### src/rtl/ps2_pkg.sv
// ps2_pkg: shared types and constants for the PS/2 receiver.
//   state_e       receiver FSM state encoding
//   DATA_BITS     payload bits per frame
//   parity_ok()   odd-parity check over payload plus parity bit
package ps2_pkg;

    localparam int DATA_BITS = 8;

    typedef enum logic [1:0] {
        IDLE   = 2'd0,
        DATA   = 2'd1,
        PARITY = 2'd2,
        STOP   = 2'd3
    } state_e;

    // Odd parity: the payload bits and the parity bit together hold an odd number of ones.
    function automatic logic parity_ok(input logic [DATA_BITS-1:0] payload, input logic par);
        return ^{payload, par};
    endfunction

endpackage

### src/rtl/ps2_line_filter.sv
// ps2_line_filter: 2-flop synchronizer followed by a level filter for one PS/2 line.
//   clk       system clock
//   reset     synchronous, active-high
//   line_in   asynchronous line input (idles high)
//   line_out  filtered level; resets to 1
// The filtered level follows the synchronized level only after it has differed
// for FILTER consecutive cycles, so shorter glitches are ignored.
module ps2_line_filter #(
    parameter int FILTER = 4
) (
    input  logic clk,
    input  logic reset,
    input  logic line_in,
    output logic line_out
);

    localparam int CW = (FILTER < 2) ? 1 : $clog2(FILTER + 1);

    logic          sync1_q, sync2_q;
    logic          filt_q, filt_d;
    logic [CW-1:0] cnt_q, cnt_d;

    always_comb begin
        filt_d = filt_q;
        cnt_d  = '0;
        if (sync2_q != filt_q) begin
            if (cnt_q == CW'(FILTER - 1)) begin
                filt_d = sync2_q;
            end else begin
                cnt_d = cnt_q + CW'(1);
            end
        end
    end

    always_ff @(posedge clk) begin
        if (reset) begin
            sync1_q <= 1'b1;
            sync2_q <= 1'b1;
            filt_q  <= 1'b1;
            cnt_q   <= '0;
        end else begin
            sync1_q <= line_in;
            sync2_q <= sync1_q;
            filt_q  <= filt_d;
            cnt_q   <= cnt_d;
        end
    end

    assign line_out = filt_q;

endmodule

### src/rtl/ps2_rx.sv
// ps2_rx: PS/2 device-to-host frame receiver with valid/ready byte output.
//   clk         system clock
//   reset       synchronous, active-high
//   ps2_clk     asynchronous PS/2 clock line
//   ps2_dat     asynchronous PS/2 data line
//   data        received byte, stable while valid=1
//   valid       data holds an unconsumed byte
//   ready       consumer accepts data when valid & ready
//   parity_err  one-cycle pulse, frame dropped on parity mismatch
//   frame_err   one-cycle pulse, frame dropped on bad stop bit or timeout
//   overrun     one-cycle pulse, good frame dropped because data was still held
//
// state  | meaning
// IDLE   | waiting for a falling edge with data low (start bit)
// DATA   | shifting in payload bits, LSB first
// PARITY | capturing the parity bit
// STOP   | checking the stop bit and delivering the byte
module ps2_rx
    import ps2_pkg::*;
#(
    parameter int FILTER  = 4,
    parameter int TIMEOUT = 200
) (
    input  logic                 clk,
    input  logic                 reset,
    input  logic                 ps2_clk,
    input  logic                 ps2_dat,
    output logic [DATA_BITS-1:0] data,
    output logic                 valid,
    input  logic                 ready,
    output logic                 parity_err,
    output logic                 frame_err,
    output logic                 overrun
);

    localparam int BW = $clog2(DATA_BITS);
    localparam int TW = $clog2(TIMEOUT + 1);

    logic clk_f, dat_f;

    ps2_line_filter #(.FILTER(FILTER)) u_clk_filter (
        .clk      (clk),
        .reset    (reset),
        .line_in  (ps2_clk),
        .line_out (clk_f)
    );

    ps2_line_filter #(.FILTER(FILTER)) u_dat_filter (
        .clk      (clk),
        .reset    (reset),
        .line_in  (ps2_dat),
        .line_out (dat_f)
    );

    state_e               state_q, state_d;
    logic                 clk_prev_q;
    logic [BW-1:0]        bit_cnt_q, bit_cnt_d;
    logic [DATA_BITS-1:0] shift_q, shift_d;
    logic                 par_q, par_d;
    logic [TW-1:0]        to_cnt_q, to_cnt_d;
    logic [DATA_BITS-1:0] data_q, data_d;
    logic                 valid_q, valid_d;
    logic                 perr_q, perr_d;
    logic                 ferr_q, ferr_d;
    logic                 ovr_q, ovr_d;
    logic                 fall;
    logic                 timeout;

    assign fall = clk_prev_q & ~clk_f;

    always_comb begin
        state_d   = state_q;
        bit_cnt_d = bit_cnt_q;
        shift_d   = shift_q;
        par_d     = par_q;
        to_cnt_d  = '0;
        data_d    = data_q;
        valid_d   = valid_q;
        perr_d    = 1'b0;
        ferr_d    = 1'b0;
        ovr_d     = 1'b0;

        if (valid_q && ready) begin
            valid_d = 1'b0;
        end

        if (!fall && state_q != IDLE) begin
            to_cnt_d = to_cnt_q + TW'(1);
        end
        // A fall on the same cycle always takes priority over the timeout.
        timeout = !fall && (state_q != IDLE) && (to_cnt_q == TW'(TIMEOUT - 1));

        case (state_q)
            IDLE: begin
                if (fall && !dat_f) begin
                    bit_cnt_d = '0;
                    state_d   = DATA;
                end
            end
            DATA: begin
                if (fall) begin
                    shift_d = {dat_f, shift_q[DATA_BITS-1:1]};
                    if (bit_cnt_q == BW'(DATA_BITS - 1)) begin
                        state_d = PARITY;
                    end else begin
                        bit_cnt_d = bit_cnt_q + BW'(1);
                    end
                end
            end
            PARITY: begin
                if (fall) begin
                    par_d   = dat_f;
                    state_d = STOP;
                end
            end
            STOP: begin
                if (fall) begin
                    state_d = IDLE;
                    if (!dat_f) begin
                        ferr_d = 1'b1;
                    end else if (!parity_ok(shift_q, par_q)) begin
                        perr_d = 1'b1;
                    end else if (!valid_q || ready) begin
                        data_d  = shift_q;
                        valid_d = 1'b1;
                    end else begin
                        ovr_d = 1'b1;
                    end
                end
            end
            default: state_d = IDLE;
        endcase

        if (timeout) begin
            state_d  = IDLE;
            ferr_d   = 1'b1;
            to_cnt_d = '0;
        end
    end

    always_ff @(posedge clk) begin
        if (reset) begin
            state_q    <= IDLE;
            clk_prev_q <= 1'b1;
            bit_cnt_q  <= '0;
            shift_q    <= '0;
            par_q      <= 1'b0;
            to_cnt_q   <= '0;
            data_q     <= '0;
            valid_q    <= 1'b0;
            perr_q     <= 1'b0;
            ferr_q     <= 1'b0;
            ovr_q      <= 1'b0;
        end else begin
            state_q    <= state_d;
            clk_prev_q <= clk_f;
            bit_cnt_q  <= bit_cnt_d;
            shift_q    <= shift_d;
            par_q      <= par_d;
            to_cnt_q   <= to_cnt_d;
            data_q     <= data_d;
            valid_q    <= valid_d;
            perr_q     <= perr_d;
            ferr_q     <= ferr_d;
            ovr_q      <= ovr_d;
        end
    end

    assign data       = data_q;
    assign valid      = valid_q;
    assign parity_err = perr_q;
    assign frame_err  = ferr_q;
    assign overrun    = ovr_q;

endmodule
### config.mk
export PLATFORM = sky130hd
export DESIGN_NAME = ps2_rx
export DESIGN_NICKNAME = d
export VERILOG_FILES = /design/src/rtl/ps2_pkg.sv /design/src/rtl/ps2_line_filter.sv /design/src/rtl/ps2_rx.sv
export SDC_FILE = /design/constraint.sdc
export NUM_CORES = 1
export LEC_CHECK = 0
export ABC_CLOCK_PERIOD_IN_PS = 1800
export BUFFER_PORTS_ARGS = -buffer_cell sky130_fd_sc_hd__buf_2
export CAP_MARGIN = 20
export CORE_MARGIN = 2
export CORE_UTILIZATION = 45
export CTS_CLUSTER_SIZE = 10
export DETAILED_ROUTE_END_ITERATION = 6
export PLACE_DENSITY = 0.65
export SYNTH_ARGS = -nofsm -noshare
export SYNTH_HDL_FRONTEND = slang
export SYNTH_SLANG_ARGS = --single-unit
### constraint.sdc
create_clock -name clk -period 1.8 [get_ports clk]
set_input_delay 0.36 -clock clk [delete_from_list [all_inputs] [get_ports clk]]
set_output_delay 0.36 -clock clk [all_outputs]
set_load 0.05 [all_outputs]
==> impl_metrics.json, run 1 <==
{
  "cts_sinks": 47,
  "grt_start_max_net_pins": 23,
  "ys_async_sr_fraction": 0,
  "status": "complete, but fails checks",
  "wl_per_cell_um": 10.6,
  "met2_usage": 0.237,
  "seqPwrFrac": 0.579,
  "muxShareOfSynthArea": 0.100,
  "cts_tree": "built",
  "grt-ovfl-total": 0,
  "p_clk_frac": 0.319,
  "dp_slack_ps": -15.4,
  "finClkSkew_ps": 8.48,
  "fin_crit_sh": 1.01,
  "critPathLaunch": "shift_q[2]",
  "p_switching_w": 0.000447,
  "die_h_um": 71.3,
  "cp.arrival_ps": 2040,
  "cp-end-kind": "register",
  "p_int_w": 0.00141,
  "rsz0062_at_grt": "true",
  "htreeDepth": 2,
  "fmax_ghz": 0.549,
  "cts_root_buffer": "clkbuf_8",
  "dp_hpwl_um": 2220,
  "power_switching_share": 0.241,
  "core_area_um2": 4350,
  "use_met1": 0.149,
  "antenna_found_initial": 0,
  "initial_core_util": 0.468,
  "place_congestion": 0.743,
  "synth-seq-cells": 47,
  "setup_viol": 6,
  "insertion_delay_ps": 290,
  "hold_path.class": "in2reg",
  "grt_use_total": 0.133,
  "peakVddDrop_v": 0.000376,
  "drive_gt1_frac": 0.190,
  "io_buffer_count": 16,
  "synth_enable_flop_cells": 0,
  "fin_crit_ps": 1820,
  "grtUsageMet3": 0.0422,
  "leakage_nw": 0.976,
  "synth_nets": 221,
  "place_area_um2": 2250,
  "grt-busiest-layer": "met2",
  "drcViolationCount": 0,
  "design_power_total_w": 0.00186,
  "path_max_fanout": 8,
  "multi_input_area_um2": 1040,
  "violations": "setup timing",
  "synth_ff_type": "dfxtp_1",
  "fillers": 397,
  "setup_tns_ps": -51.2,
  "final_area_um2": 2330,
  "hold_violations": 0,
  "required_ps": 2020,
  "slew_headroom": 0.705,
  "path_cells": "xnor3_1, or4b_4, mux2i_4, buf_12, mux2i_1",
  "postCtsSetupBuffers": 0,
  "r2r-start": "shift_q[2]",
  "rows": 24,
  "setup_ws_ps": -22.7,
  "finalNetCount": 247,
  "critPathSlowestCell": "or4b_4",
  "yosysSeqAreaShare": 0.462,
  "diodes": 0,
  "drtPass1Iterations": 4,
  "grt_pass1_wl_um": 5450,
  "synth_top_family_by_area": "simple AND/OR/NAND/NOR gates",
  "startpoint_type": "register",
  "grt_pass1_vias": 1325,
  "worstMarginPinSlew_ps": 442,
  "area_delta_synth_final_pct": 14.5,
  "wirelength_um": 3020,
  "die_x_um": 71.3,
  "p_per_area_nw_per_um2": 796,
  "syn_area_um2": 2040,
  "cts_made_buffers": 5,
  "synth_compound_area_frac": 0.0516,
  "syn_inst": 205,
  "cts_buffer_depth": 2,
  "cts_hold_buffers": 0,
  "syn_area_per_cell_um2": 9.94,
  "yosysWarnings": 0,
  "top_level_ports": 17,
  "slew_viol_final": 0,
  "cts.clk_slew.worst_paths_ps": 80,
  "antenna_left": 0,
  "yosys.area_share.simple": 0.216,
  "dieArea_um2": 5080,
  "p_comb_frac": 0.102,
  "cap_violations": 0,
  "synthDistinctLibCells": 38,
  "via_per_inst": 4.88,
  "synth-xor-area-share": 0.0737,
  "path_class": "reg2reg",
  "yosys.area_share.adder": 0.0675,
  "hold_start": "ps2_clk",
  "ff_latch_area_um2": 942,
  "max_stage_delay_ps": 510,
  "drt_iter0_markers": 24,
  "num_vias": 1386
}
==> worst max-delay path, delay by kind of cell (launching register included) <==
family                 cells  cell delay [ps]
flip-flops                 1              330
AND/OR/NAND/NOR            1              510
XOR/XNOR                   1              410
multiplexers               2              350
buffers and inverters      1              150
==> per-layer routing <==
layer	share of wire	vias up
li1	-	733
met1	0.47	632
met2	0.49	17
met3	0.027	4
met4	0.011	0
met5	0	-
==> cell usage in the layout, fill, tap and decap left out, types with 2 or more instances in the layout <==
cell type,n
dfxtp_1,46
nand2_1,5
nand3_1,7
or3_1,3
o21ai_0,2
nand2b_1,19
nor2_1,29
mux2i_1,17
buf_4,10
or2_2,5
clkbuf_8,5
nor2b_1,4
clkbuf_1,2
a211o_1,2
xnor2_1,9
ha_1,10
buf_2,16
a21oi_1,3
xor2_1,3
xnor3_1,2
inv_1,8
nand4_1,2
==> sequential cells by signal, indices dropped and copies added, names as in the netlist <==
signal and cells:
data 8, shift_q 8, to_cnt_q 8, bit_cnt_q 3, u_clk_filter.cnt_q 3, u_dat_filter.cnt_q 3, state_q 2, clk_prev_q 1
frame_err 1, overrun 1, par_q 1, parity_err 1, u_clk_filter.line_out 1, u_clk_filter.sync1_q 1, u_clk_filter.sync2_q 1, u_dat_filter.line_out 1
u_dat_filter.sync1_q 1, u_dat_filter.sync2_q 1, valid 1
==> cell usage after synthesis, types with 4 or more instances <==
cell | count | area, µm²
nand3_1 | 7 | 35.0
xnor2_1 | 9 | 78.8
nor2_1 | 29 | 109
mux2i_1 | 17 | 170
nand2b_1 | 19 | 119
clkbuf_1 | 8 | 30.0
ha_1 | 11 | 138
nor2b_1 | 4 | 25.0
inv_1 | 8 | 30.0
dfxtp_1 | 47 | 941
nand2_1 | 5 | 18.8
or2_2 | 5 | 31.3
==> what timing repair did <==
| item | in CTS | in global routing |
|---|---|---|
| resized for setup | 0 | 1 |
| setup endpoints to repair | 8 | 8 |
| endpoints found under the hold margin | 0 | 0 |
==> cells by family after synthesis <==
family	Yosys count
fa+ha+maj	11
simple gates	83
compound gates	15
mux	19
flops	47
xor+xnor	14
buf+inv	16
==> cell type report <==
cell class              instances  share of cell area
clock buffers                   7              0.0327
clock inverters                 1             0.00214
inverters                       8              0.0129
multi-input cells             142               0.446
flip-flops and latches         47               0.404
well taps                      52              0.0279
repair buffers                 27              0.0751
==> power groups by stage <==
stage / sequential (W) / combinational, W / clock, W
global placement: 0.00110 / 0.000190 / 0
floorplan: 0.00110 / 0.000144 / 0
finish: 0.00108 / 0.000189 / 0.000593
global route: 0.00108 / 0.000221 / 0.000658
detailed placement: 0.00110 / 0.000191 / 0
CTS: 0.00108 / 0.000191 / 0.000622
==> worst paths after layout <==
check	cells after the start	end	slack, ps
worst max-delay path	5	data[6]	-20
worst min-delay path	2	u_clk_filter.sync1_q	240
worst max register to register	5	data[6]	-20
worst min register to register	1	u_clk_filter.sync2_q	410
==> metrics by stage <==
step | std cells | hold slack (ps) | util
after floorplan | 205 | 389 | -
after global placement | 276 | 391 | 0.517
after detailed placement | 276 | 393 | 0.517
after CTS | 284 | 240 | 0.535
after global routing | 284 | 242 | 0.536
final | 284 | 243 | 0.536
Power figures use the tool's default switching activity.
==> run 2: changes to the inputs <==
BUFFER_PORTS_ARGS = not set   (was -buffer_cell sky130_fd_sc_hd__buf_2)
DONT_BUFFER_PORTS = 1   (was not set)
PLACE_DENSITY = not set   (was 0.65)
==> impl_metrics.json, run 2 (synthesis gave the netlist of run 1 again) <==
{
  "cap_violations": 0,
  "die_h_um": 71.3,
  "p_switching_w": 0.000460,
  "final_area_um2": 2270,
  "antenna_left": 0,
  "hold_depth": 1,
  "p_per_area_nw_per_um2": 817,
  "rsz0062_at_grt": "true",
  "place_congestion": 0.752,
  "htreeDepth": 2,
  "violations": "setup timing",
  "status": "complete, but fails checks",
  "seqPwrFrac": 0.580,
  "setup_viol": 8,
  "via_per_inst": 4.98,
  "cp.arrival_ps": 2090,
  "cts_sinks": 47,
  "path_max_fanout": 3,
  "fillers": 392,
  "fin_crit_ps": 1860,
  "critPathSlowestCell": "or4b_4",
  "power_switching_share": 0.248,
  "setup_ws_ps": -63.3,
  "finalNetCount": 233,
  "r2r-start": "shift_q[2]",
  "p_clk_frac": 0.331,
  "path_class": "reg2reg",
  "mostFrequentLayoutCell": "dfxtp_1",
  "cts.clk_slew.worst_paths_ps": 80,
  "drcViolationCount": 0,
  "dp_hpwl_um": 2420,
  "cts_hold_buffers": 0,
  "hold_start": "reset",
  "cp-end-kind": "register",
  "met2_usage": 0.279,
  "initial_core_util": 0.468,
  "r2r_cells": 5,
  "grtUsageMet3": 0.0309,
  "cts_root_buffer": "clkbuf_8",
  "worstReg2RegEnd": "data[4]",
  "required_ps": 2020,
  "dp_slack_ps": -64.3,
  "r2r_slack_ps": -60,
  "drt_iter0_markers": 56,
  "core_area_um2": 4350,
  "critPathLaunch": "shift_q[2]",
  "num_vias": 1345,
  "cts_buffer_depth": 2,
  "grt_pass1_vias": 1430,
  "peakVddDrop_v": 0.000362,
  "dpl.cell_count": 261,
  "grt_pass1_wl_um": 6000,
  "p_int_w": 0.00139,
  "rows": 24,
  "fin_crit_sh": 1.04,
  "cts_tree": "built",
  "wirelength_um": 3250,
  "final_cells": 270,
  "io_buffer_count": 0,
  "hold_violations": 0,
  "hold_end": "frame_err",
  "hold_path.class": "in2reg",
  "path_cells": "xnor3_1, or4b_4, mux2i_4, buf_6, mux2i_1",
  "drive_gt1_frac": 0.147,
  "max_stage_delay_ps": 500,
  "leakage_nw": 0.906,
  "slew_viol_final": 0,
  "place_area_um2": 2160,
  "finClkSkew_ps": 2.58,
  "top_level_ports": 17,
  "drtPass1Iterations": 4,
  "area_delta_synth_final_pct": 11.4,
  "p_comb_frac": 0.089,
  "startpoint_type": "register",
  "cts_made_buffers": 5,
  "grt_use_total": 0.148,
  "insertion_delay_ps": 290,
  "slew_headroom": 0.652,
  "diodes": 0,
  "worstMarginPinSlew_ps": 522,
  "fmax_ghz": 0.537,
  "antenna_found_initial": 0,
  "die_x_um": 71.3,
  "grt-busiest-layer": "met2",
  "use_met1": 0.154,
  "grt_start_max_net_pins": 43,
  "final_cell_mix": "45 x dfxtp_1, 29 x nor2_1, 19 x nand2b_1",
  "dieArea_um2": 5080,
  "wl_per_cell_um": 12.0,
  "grt-ovfl-total": 0
}
## run 2: cell count changes in the layout (fill, tap and decap cells not counted), sizes merged
cell / previous run / this run
clkinvlp: 0 / 2
clkbuf: 7 / 5
buf: 27 / 13
## run 2: power groups by stage
stage	sequential (W)	clock (W)	combinational (W)
floorplan	0.00110	0	0.000144
detailed placement	0.00110	0	0.000163
finish	0.00108	0.000614	0.000165
global route	0.00108	0.000680	0.000193
CTS	0.00108	0.000642	0.000164
global placement	0.00110	0	0.000152
## run 2: cell type report
class                           count  area [µm²]  share of cell area
Timing Repair Buffer               13         105              0.0463
Clock inverter                      3        20.0             0.00882
Sequential cell                    47         943               0.416
Tap cell                           52        65.1              0.0287
Inverter                            8        30.0              0.0132
Clock buffer                        5        68.8              0.0303
Multi-Input combinational cell    142        1040               0.457
## run 2: what timing repair did
action / CTS / global route
gates resized for setup: 3 / 0
setup buffers: 1 / 0
pin swaps: 1 / 1
endpoints found under the setup margin: 8 / 8
## run 2: worst max-delay path by stage
stage                         end  slack, ps  cells past startpoint
after CTS                 data[4]        -70                      5
final                     data[4]        -60                      5
after global routing      data[1]       -130                      5
after global placement    data[4]         -1                      5
after floorplan           data[0]        -30                      4
after detailed placement  data[4]        -60                      5
## run 2: routing by layer
metal  up-vias  share of wire  wire length (µm)
met5         -              0                 0
met4         0          0.017                55
met3         5          0.036               117
met2        15           0.51              1650
met1       617           0.44              1420
li1        708              -                 -
## run 2: through the flow
step | power [W] | TNS (ps) | utilization | hold WS (ps)
after global routing | 0.00195 | -929 | 0.521 | 110
after global placement | 0.00125 | -1.30 | 0.497 | 392
final | 0.00185 | -390 | 0.521 | 127
after detailed placement | 0.00126 | -329 | 0.497 | 398
after CTS | 0.00188 | -450 | 0.521 | 114
after floorplan | 0.00124 | -263 | - | 389
## run 2: critical path: cells and delay by family (launching register included)
| kind | cells | cell delay [ps] |
|---|---|---|
| xor+xnor | 1 | 410 |
| buf+inv | 1 | 150 |
| flops | 1 | 340 |
| simple gates | 1 | 500 |
| mux | 2 | 400 |
==> run 3: changes to the inputs <==
RECOVER_POWER = 25   (was not set)
==> impl_metrics.json, run 3 (synthesis gave the netlist of run 1 again) <==
{
  "max_stage_delay_ps": 500,
  "finClkSkew_ps": 2.58,
  "antenna_found_initial": 0,
  "dp_hpwl_um": 2420,
  "die_h_um": 71.3,
  "startpoint_type": "register",
  "r2r_slack_ps": -60,
  "worstMarginPinSlew_ps": 597,
  "fin_crit_sh": 1.03,
  "drcViolationCount": 0,
  "grt_pass1_vias": 1430,
  "cts_tree": "built",
  "wl_per_cell_um": 12.0,
  "num_vias": 1344,
  "top_level_ports": 17,
  "place_congestion": 0.752,
  "initial_core_util": 0.468,
  "die_x_um": 71.3,
  "cts_buffer_depth": 2,
  "path_max_fanout": 3,
  "cts_sinks": 47,
  "insertion_delay_ps": 290,
  "area_delta_synth_final_pct": 11.0,
  "cap_violations": 0,
  "timing.hold.ws_ps": 126,
  "hold_violations": 0,
  "drt_iter0_markers": 57,
  "r2r-start": "shift_q[2]",
  "peakVddDrop_v": 0.000362,
  "fillers": 394,
  "hold_depth": 1,
  "r2r_cells": 5,
  "core_area_um2": 4350,
  "status": "complete, but fails checks",
  "cts_made_buffers": 5,
  "grt-ovfl-total": 0,
  "path_class": "reg2reg",
  "dp_slack_ps": -64.3,
  "setup_ws_ps": -61.9,
  "cts.clk_slew.worst_paths_ps": 80,
  "final_cell_mix": "45 x dfxtp_1, 29 x nor2_1, 19 x nand2b_1",
  "ff_latch_area_um2": 943,
  "slew_headroom": 0.604,
  "dpl.cell_count": 261,
  "path_cells": "xnor3_1, or4b_4, mux2i_4, buf_6, mux2i_1",
  "cp.arrival_ps": 2090,
  "final_cells": 270,
  "violations": "setup timing",
  "rsz0062_at_grt": "true",
  "grt_start_max_net_pins": 43,
  "antenna_left": 0,
  "fmax_ghz": 0.537,
  "setup_tns_ps": -378,
  "cts_root_buffer": "clkbuf_8",
  "io_buffer_count": 0,
  "grt_use_total": 0.148,
  "drive_gt1_frac": 0.138,
  "dieArea_um2": 5080,
  "path_buf_inv": 1,
  "slew_viol_final": 0,
  "wirelength_um": 3240,
  "cp_top_family": "simple AND/OR/NAND/NOR gates",
  "finalNetCount": 233,
  "drtPass1Iterations": 4,
  "hold_end": "frame_err",
  "htreeDepth": 2,
  "critPathSlowestCell": "or4b_4",
  "hold_start": "reset",
  "rows": 24,
  "via_per_inst": 4.98,
  "leakage_nw": 0.898,
  "grt_pass1_wl_um": 6000,
  "multi_input_area_um2": 1040,
  "mostFrequentLayoutCell": "dfxtp_1",
  "cts_hold_buffers": 0,
  "fin_crit_ps": 1860,
  "cp-end-kind": "register",
  "p_per_area_nw_per_um2": 820,
  "diodes": 0,
  "setup_viol": 8,
  "worstReg2RegEnd": "data[4]",
  "hold_path.class": "in2reg",
  "required_ps": 2020
}
run 3: area by class of cell:
| type | instances | share of cell area |
|---|---|---|
| Sequential cell | 47 | 0.417 |
| Tap cell | 52 | 0.0288 |
| Clock inverter | 3 | 0.00885 |
| Multi-Input combinational cell | 142 | 0.459 |
| Clock buffer | 5 | 0.0304 |
| Timing Repair Buffer | 13 | 0.0431 |
| Inverter | 8 | 0.0133 |
run 3: worst max path at each step:
stage	from	end	slack, ps	cells after the start
detailed placement	shift_q[2]	data[4]	-60	5
floorplan	shift_q[2]	data[0]	-30	4
CTS	shift_q[0]	data[4]	-70	5
global placement	shift_q[2]	data[4]	-1	5
finish	shift_q[2]	data[4]	-60	5
global route	shift_q[2]	data[1]	-130	5
run 3: timing repair:
item                                    in CTS  in global routing
endpoints found under the hold margin        0                  0
setup buffers                                1                  0
cloned                                       0                  0
pin swaps                                    1                  1
gates resized for setup                      3                  0
endpoints found under the setup margin       8                  8
run 3: routing by layer:
layer	wire length (µm)	up-vias	GRT usage
li1	-	708	-
met1	1420	616	0.154
met2	1650	15	0.279
met3	117	5	0.0309
met4	55	0	0.0692
met5	0	-	0
run 3: where the power goes:
group	total, W	leakage, nW	internal (W)	switching (W)
Combinational	0.000165	0.477	0.0000643	0.000100
Clock	0.000614	0.0402	0.000270	0.000344
Sequential	0.00108	0.381	0.00106	0.0000161
run 3: per-stage QoR:
step / area (µm²) / util / power (W)
floorplan: 2040 / - / 0.00124
global placement: 2160 / 0.497 / 0.00125
detailed placement: 2160 / 0.497 / 0.00126
CTS: 2270 / 0.521 / 0.00188
global route: 2260 / 0.520 / 0.00195
finish: 2260 / 0.520 / 0.00185
